**src/rtl/msrv32_mem_arbiter.sv**
```systemverilog
// msrv32_mem_arbiter
// Shares one AHB-Lite slave port between the msrv32 instruction-fetch path
// and the load/store path. Each access runs as an address phase followed by
// a data phase; ready/data/error go back to whichever requester owns it.
// Data requests win arbitration, but a streak counter forces a fetch grant
// after MAX_DATA_STREAK consecutive data grants while a fetch is waiting.
//
// Ports
//   clock, rst_in          rising-edge clock, async active-high reset
//   i_req_in/i_addr_in     fetch request and address
//   i_rdata_out/i_ready_out/i_err_out   fetch response
//   d_req_in/d_wr_in/d_addr_in/d_wdata_in/d_mask_in   load/store request
//   d_rdata_out/d_ready_out/d_err_out   load/store response
//   haddr_out/htrans_out/hwrite_out/hsize_out/hwdata_out   AHB master side
//   hrdata_in/hready_in/hresp_in        AHB slave response
//   owner_out              current/last owner, 0 = fetch, 1 = data
module msrv32_mem_arbiter #(
  parameter int unsigned MAX_DATA_STREAK = 4
) (
  input  logic        clock,
  input  logic        rst_in,

  input  logic        i_req_in,
  input  logic [31:0] i_addr_in,
  output logic [31:0] i_rdata_out,
  output logic        i_ready_out,
  output logic        i_err_out,

  input  logic        d_req_in,
  input  logic        d_wr_in,
  input  logic [31:0] d_addr_in,
  input  logic [31:0] d_wdata_in,
  input  logic [3:0]  d_mask_in,
  output logic [31:0] d_rdata_out,
  output logic        d_ready_out,
  output logic        d_err_out,

  output logic [31:0] haddr_out,
  output logic [1:0]  htrans_out,
  output logic        hwrite_out,
  output logic [2:0]  hsize_out,
  output logic [31:0] hwdata_out,
  input  logic [31:0] hrdata_in,
  input  logic        hready_in,
  input  logic        hresp_in,

  output logic        owner_out
);

  localparam int unsigned STREAK_W = 4;
  localparam int unsigned ADDR_W   = 32;
  localparam int unsigned DATA_W   = 32;

  localparam logic [1:0] HTRANS_IDLE   = 2'b00;
  localparam logic [1:0] HTRANS_NONSEQ = 2'b10;

  localparam logic [2:0] HSIZE_BYTE = 3'b000;
  localparam logic [2:0] HSIZE_HALF = 3'b001;
  localparam logic [2:0] HSIZE_WORD = 3'b010;

  localparam logic [STREAK_W-1:0] STREAK_MAX = STREAK_W'(MAX_DATA_STREAK);

  typedef enum logic [1:0] {
    ST_IDLE = 2'b00,
    ST_ADDR = 2'b01,
    ST_DATA = 2'b10
  } state_t;

  state_t              state_q;
  state_t              state_d;

  logic                owner_q;
  logic [ADDR_W-1:0]   haddr_q;
  logic [1:0]          htrans_q;
  logic                hwrite_q;
  logic [2:0]          hsize_q;
  logic [DATA_W-1:0]   hwdata_q;
  logic [STREAK_W-1:0] streak_q;

  logic                grant_d_c;
  logic                grant_i_c;
  logic                take_grant_c;

  // Narrow writes pick their AHB size from the byte-lane mask; anything
  // irregular falls back to a word transfer.
  function automatic logic [2:0] mask_to_hsize(input logic [3:0] mask);
    logic [2:0] size;
    case (mask)
      4'b1111:                            size = HSIZE_WORD;
      4'b0011, 4'b1100:                   size = HSIZE_HALF;
      4'b0001, 4'b0010, 4'b0100, 4'b1000: size = HSIZE_BYTE;
      default:                            size = HSIZE_WORD;
    endcase
    return size;
  endfunction

  // Arbitration: data first, unless a waiting fetch has been passed over
  // MAX_DATA_STREAK times in a row.
  always_comb begin
    grant_d_c    = d_req_in && !(i_req_in && (streak_q == STREAK_MAX));
    grant_i_c    = !grant_d_c && i_req_in;
    take_grant_c = (state_q == ST_IDLE) && (grant_d_c || grant_i_c);
  end

  // State register.
  always_ff @(posedge clock or posedge rst_in) begin
    if (rst_in) begin
      state_q <= ST_IDLE;
    end else begin
      state_q <= state_d;
    end
  end

  // Next-state logic.
  always_comb begin
    state_d = state_q;
    case (state_q)
      ST_IDLE: begin
        if (grant_d_c || grant_i_c) begin
          state_d = ST_ADDR;
        end
      end
      ST_ADDR: begin
        if (hready_in) begin
          state_d = ST_DATA;
        end
      end
      ST_DATA: begin
        if (hready_in) begin
          state_d = ST_IDLE;
        end
      end
      default: state_d = ST_IDLE;
    endcase
  end

  // Response outputs: completion is signalled in the same cycle the slave
  // finishes the data phase, so these decode state, owner and hready_in.
  always_comb begin
    i_ready_out = 1'b0;
    d_ready_out = 1'b0;
    i_err_out   = 1'b0;
    d_err_out   = 1'b0;
    if ((state_q == ST_DATA) && hready_in) begin
      if (owner_q) begin
        d_ready_out = 1'b1;
        d_err_out   = hresp_in;
      end else begin
        i_ready_out = 1'b1;
        i_err_out   = hresp_in;
      end
    end
  end

  // Address/control and write-data capture at grant; held until next grant
  // so the bus stays stable through wait states even if requests change.
  always_ff @(posedge clock or posedge rst_in) begin
    if (rst_in) begin
      owner_q  <= 1'b0;
      haddr_q  <= '0;
      htrans_q <= HTRANS_IDLE;
      hwrite_q <= 1'b0;
      hsize_q  <= HSIZE_WORD;
      hwdata_q <= '0;
    end else begin
      if (take_grant_c) begin
        owner_q  <= grant_d_c;
        htrans_q <= HTRANS_NONSEQ;
        if (grant_d_c) begin
          haddr_q  <= d_addr_in;
          hwrite_q <= d_wr_in;
          hsize_q  <= d_wr_in ? mask_to_hsize(d_mask_in) : HSIZE_WORD;
          hwdata_q <= d_wdata_in;
        end else begin
          haddr_q  <= i_addr_in;
          hwrite_q <= 1'b0;
          hsize_q  <= HSIZE_WORD;
          hwdata_q <= '0;
        end
      end else if ((state_q == ST_ADDR) && hready_in) begin
        htrans_q <= HTRANS_IDLE;
      end
    end
  end

  // Data-grant streak: counts data grants that bypassed a waiting fetch.
  always_ff @(posedge clock or posedge rst_in) begin
    if (rst_in) begin
      streak_q <= '0;
    end else if (take_grant_c) begin
      if (grant_d_c && i_req_in) begin
        if (streak_q < STREAK_MAX) begin
          streak_q <= streak_q + STREAK_W'(1);
        end
      end else begin
        streak_q <= '0;
      end
    end
  end

  assign owner_out   = owner_q;
  assign haddr_out   = haddr_q;
  assign htrans_out  = htrans_q;
  assign hwrite_out  = hwrite_q;
  assign hsize_out   = hsize_q;
  assign hwdata_out  = hwdata_q;

  // Read data goes straight through to both requesters.
  assign i_rdata_out = hrdata_in;
  assign d_rdata_out = hrdata_in;

endmodule

```
**config.mk**
```make
export PLATFORM = sky130hd
export DESIGN_NAME = msrv32_mem_arbiter
export DESIGN_NICKNAME = d
export VERILOG_FILES = /design/src/rtl/msrv32_mem_arbiter.sv
export SDC_FILE = /design/constraint.sdc
export NUM_CORES = 1
export LEC_CHECK = 0
export ABC_AREA = 1
export CAP_MARGIN = 20
export CORE_MARGIN = 5
export CORE_UTILIZATION = 39
export CTS_CLUSTER_DIAMETER = 100
export DETAILED_ROUTE_END_ITERATION = 8
export GPL_ROUTABILITY_DRIVEN = 0
export HOLD_SLACK_MARGIN = 0.15
export PLACE_DENSITY = 0.87
export SLEW_MARGIN = 10
export SYNTH_ARGS = -nofsm -noshare
export SYNTH_HDL_FRONTEND = slang
export SYNTH_SLANG_ARGS = --single-unit
```
**constraint.sdc**
```tcl
create_clock -name clock -period 4.49 [get_ports clock]
set_input_delay 0.898 -clock clock [delete_from_list [all_inputs] [get_ports clock]]
set_output_delay 0.898 -clock clock [all_outputs]
set_load 0.005 [all_outputs]
```
======== Word-level counts from Yosys, hierarchy flattened ========
Cells that the tools add are included.
word-level totals
  bits in registers ....................... 77
  latch bits .............................. 0
  memory bits (writable) .................. 0
  memory bits (read-only) ................. 0
  input bits .............................. 139
  output and inout bits ................... 139
  logic and storage cells ................. 61
  memories kept ........................... 0
operators by class
  add/subtract/negate cells ............... 1
  multiply operators ...................... 0
  div/mod/pow operators ................... 0
  order comparisons ....................... 1
  equality and inequality tests ........... 13
  shift operators ......................... 0
  muxes and demuxes ....................... 22
  bitwise gates (word level) .............. 0
  reductions and logical operators ........ 16
operators with widths
  cell                                                         count
  two-way mux 32 bit                                           2
  two-way mux 2 bit                                            5
  two-way mux 1 bit                                            9
  equality test 4 x 2 -> 1 bit (second input constant)         2
  equality test 4 x 3 -> 1 bit (second input constant)         2
  equality test 4 bit (second input constant)                  2
  two-way mux 4 bit                                            2
  logical AND 1 bit                                            7
  two-way mux 3 bit                                            2
  one-hot mux 2 bit (3 select lines)                           1
  adder 4 x 1 -> 4 bit (second input constant)                 1
  equality test 4 x 1 -> 1 bit (second input constant)         1
  less-than comparator 4 x 3 -> 1 bit (second input constant)  1
  inequality test 2 x 1 -> 1 bit (second input constant)       2
  inequality test 2 bit (second input constant)                2
  one-hot mux 2 bit (2 select lines)                           1
  OR reduction 4 bit                                           1
  AND reduction 3 bit                                          1
  equality test 2 x 1 -> 1 bit (second input constant)         1
  equality test 2 bit (second input constant)                  1
  logical NOT 1 bit                                            2
  logical NOT 2 bit                                            1
  AND reduction 2 bit                                          1
  nonzero test 2 bit                                           1
  2 further kinds                                              2

======== Depth between registers and ports, before layout ========
  word-level depth ........................ 9
  gate-level depth with buffers ........... 10
  gate-level depth less buffers ........... 9

======== Least setup slack after synthesis ========
OpenSTA, ideal clock, no wires.
  path type ............................... input-to-output
  start ................................... input hready_in
  end ..................................... output d_err_out
  data arrival time ....................... 1188 ps
  data required time ...................... 3592 ps
  path slack .............................. 2404 ps
  stages on the path ...................... 2
  buffers on the path ..................... 0
  cells stage by stage .................... nand3_1 > nor3_1
between the ends
  cells in the longest elaborated chain, start to end .. 2
RTL lines
  element             RTL line  RTL
  start: declaration  44        input logic hready_in,
  logical AND 1 bit   144       if ((state_q == ST_DATA) && hready_in) begin
  two-way mux 1 bit   144
  end: declaration    36        output logic d_err_out,
No other way between the ends.

======== Final worst setup path ========
  start ................................... input hready_in
  end ..................................... output i_err_out
between the ends
  cells in the longest elaborated chain, start to end .. 2
RTL lines
  element            RTL line  RTL
  logical AND 1 bit  144
  two-way mux 1 bit  144
  end: declaration   27        output logic i_err_out,
No other way between the ends.

==> run metrics <==
CP Capture Type=primary output; vias in the first global route=3,703; final WL=10,900 um; Crit Path Class=primary input to primary output; DP HPWL=8250 um; Tot Pwr=0.00314 W; crit start category=primary input; share of the synthesized area in the top cell type=0.446; Synth Instances=537; EDFF count, synth=0; Final Hold Fails=0; clock buffer depth=2; Tot GR Track Use=0.169; setup TNS=0 ns; num rows=37; largest cells by area after synthesis=dfrtp_1 45%, nand2_1 20%, buf_4 13%; Clock transition at path regs=0.07 ns; Setup WS post-layout=1.23 ns; Setup-failing EPs final=0; top-count cell post-synth=nand2_1; largest net degree at the start of global routing=72; sequential element share of the synthesized area=0.452; GR Overflow Total=0; die area=12,800 sq um; I/O pins=278; vias post-DR=3,638; Max FO, Critical Path=4; post-synthesis sequential element count=75; Post-CTS Setup Bufs=0; fin crit period=3.26 ns; Async SR Flop Fraction=1.00; Post-CTS Hold Buffers=0; Yosys Warn Count=0; Mapped Area=4150 sq um; Nets=783; cell taking the most area after synthesis=dfrtp_1; ratio of total power to cell area=546 nW/um^2; Worst Path Required=3.59 ns; RSZ-0062 raised after global routing=no; initial DRC count=222; clk sinks=75; Initial Util=0.400; Slew HR=0.525; Chip Height=113 um; Clock Skew=0.0134 ns; Post-CTS Resized=0; post-synthesis average cell area=7.73 sq um; largest family of logic cells by synthesized area=simple AND/OR/NAND/NOR gates; final period utilization=0.726; CORE AREA=10,400 sq um; max-cap violations=0; Arr. time, crit path=2.36 ns; Lkg Pwr=2.88 nW; post-synth cell types=24; CTS tree=done; placed cell areas=5520 sq um; DR pass1 iterations=4; first-pass GRT wire length=17,800 um; drt wl/cell=13.9 um; fin. max-slew vios=0; xor and xnor area share after synthesis=0.00211; Hold WS=0.473 ns; layout cells sized above 1=0.0417; f_max=0.307 GHz; pre-CTS setup slack=1.25 ns; Synth Area in Adders=0.00603; IO buf count=179; Final Instance Area=5750 sq um; worst-skew pair later-pin latency=0.33 ns; Main synth FF type=dfrtp_1; Area Overhead vs Synth=38.5%; H-tree depth=3; Hold Path Class=register to register; Synth Area in Compound Gates=0.00663; outcome=finished, final reports clean; Final ANT Viol Nets=0; routed vias/inst=4.65; diodes inserted=0; top post-synthesis cells by count=221 x nand2_1, 74 x dfrtp_1, 73 x buf_4; clock buffer count from CTS=9; mux contribution to synthesized area=0; worst-margin pin slew=0.713 ns; # DRC=0; Horiz. Die Dim=113 um; clock root cell=clkbuf_8; initial antenna violation count=0; worst vdd ir=0.000232 V; Synth Area in Simple Gates=0.333
final timing paths:
check / from / endpoint / slack (ns) / depth (start not counted)
worst max-delay path: hready_in / i_err_out / 1.23 / 4
worst min-delay path: hsize_out[1] / hsize_out[1] / 0.47 / 2
worst max register to register: streak_q[0] / hwdata_out[27] / 2.66 / 9
worst min register to register: hsize_out[1] / hsize_out[1] / 0.47 / 2
max in group asynchronous: rst_in / hwdata_out[17] / 2.62 / 3
min in group asynchronous: rst_in / hwdata_out[1] / 0.97 / 2
logic make-up after synthesis:
group / Yosys count
XOR/XNOR: 1
AND/OR/NAND/NOR: 311
other: 1
buffers and inverters: 143
AO/OA/AOI/OAI: 4
adder cells (fa/ha/maj): 2
flip-flops: 75
cell usage in the layout (no fill, tap or decap), types with 3 or more instances in the layout:
master and count:
inv_1 51, nand2_1 221, dfrtp_1 74, clkdlybuf4s50_1 179, clkbuf_8 11, nand3_1 41
nor3_1 3, buf_4 4, nand3b_1 32, nor2_1 8
per-layer routing:
layer  global-route usage  routed length [um]  share of wire
met1                0.199                4370           0.40
met2                0.291                5320           0.49
met3               0.0497                 861          0.079
met4               0.0617                 309          0.028
met5                    0                   0              0
state kept, by name (all words and copies together), names as in the netlist:
signal	count
owner_out	1
state_q	2
streak_q	4
hsize_out	2
hwdata_out	32
hwrite_out	1
htrans_out	1
haddr_out	32
through the flow:
step	cells	util
floorplan	538	-
global placement	767	0.533
detailed placement	767	0.533
CTS	783	0.555
global route	783	0.555
finish	783	0.555
worst max-delay path: stages:
cell             delay (ns)
clkdlybuf4s50_1        0.52
nand3_1                0.15
nor3_1                 0.23
clkdlybuf4s50_1        0.56
power breakdown:
part / switching (W) / total, W / internal, W
clock network: 0.000239 / 0.000582 / 0.000343
registers: 0.000186 / 0.00117 / 0.000985
logic: 0.000616 / 0.00139 / 0.000772
layout make-up:
class	instances	area (sq um)
sequential	75	1880
timing repair buffer	183	1820
clock inverter	4	72.6
inverter	53	203
clock buffer	12	155
fill	936	4620
multi-input combinational	320	1450
tap	136	170
No activity file was read; power rests on OpenSTA's default activity.
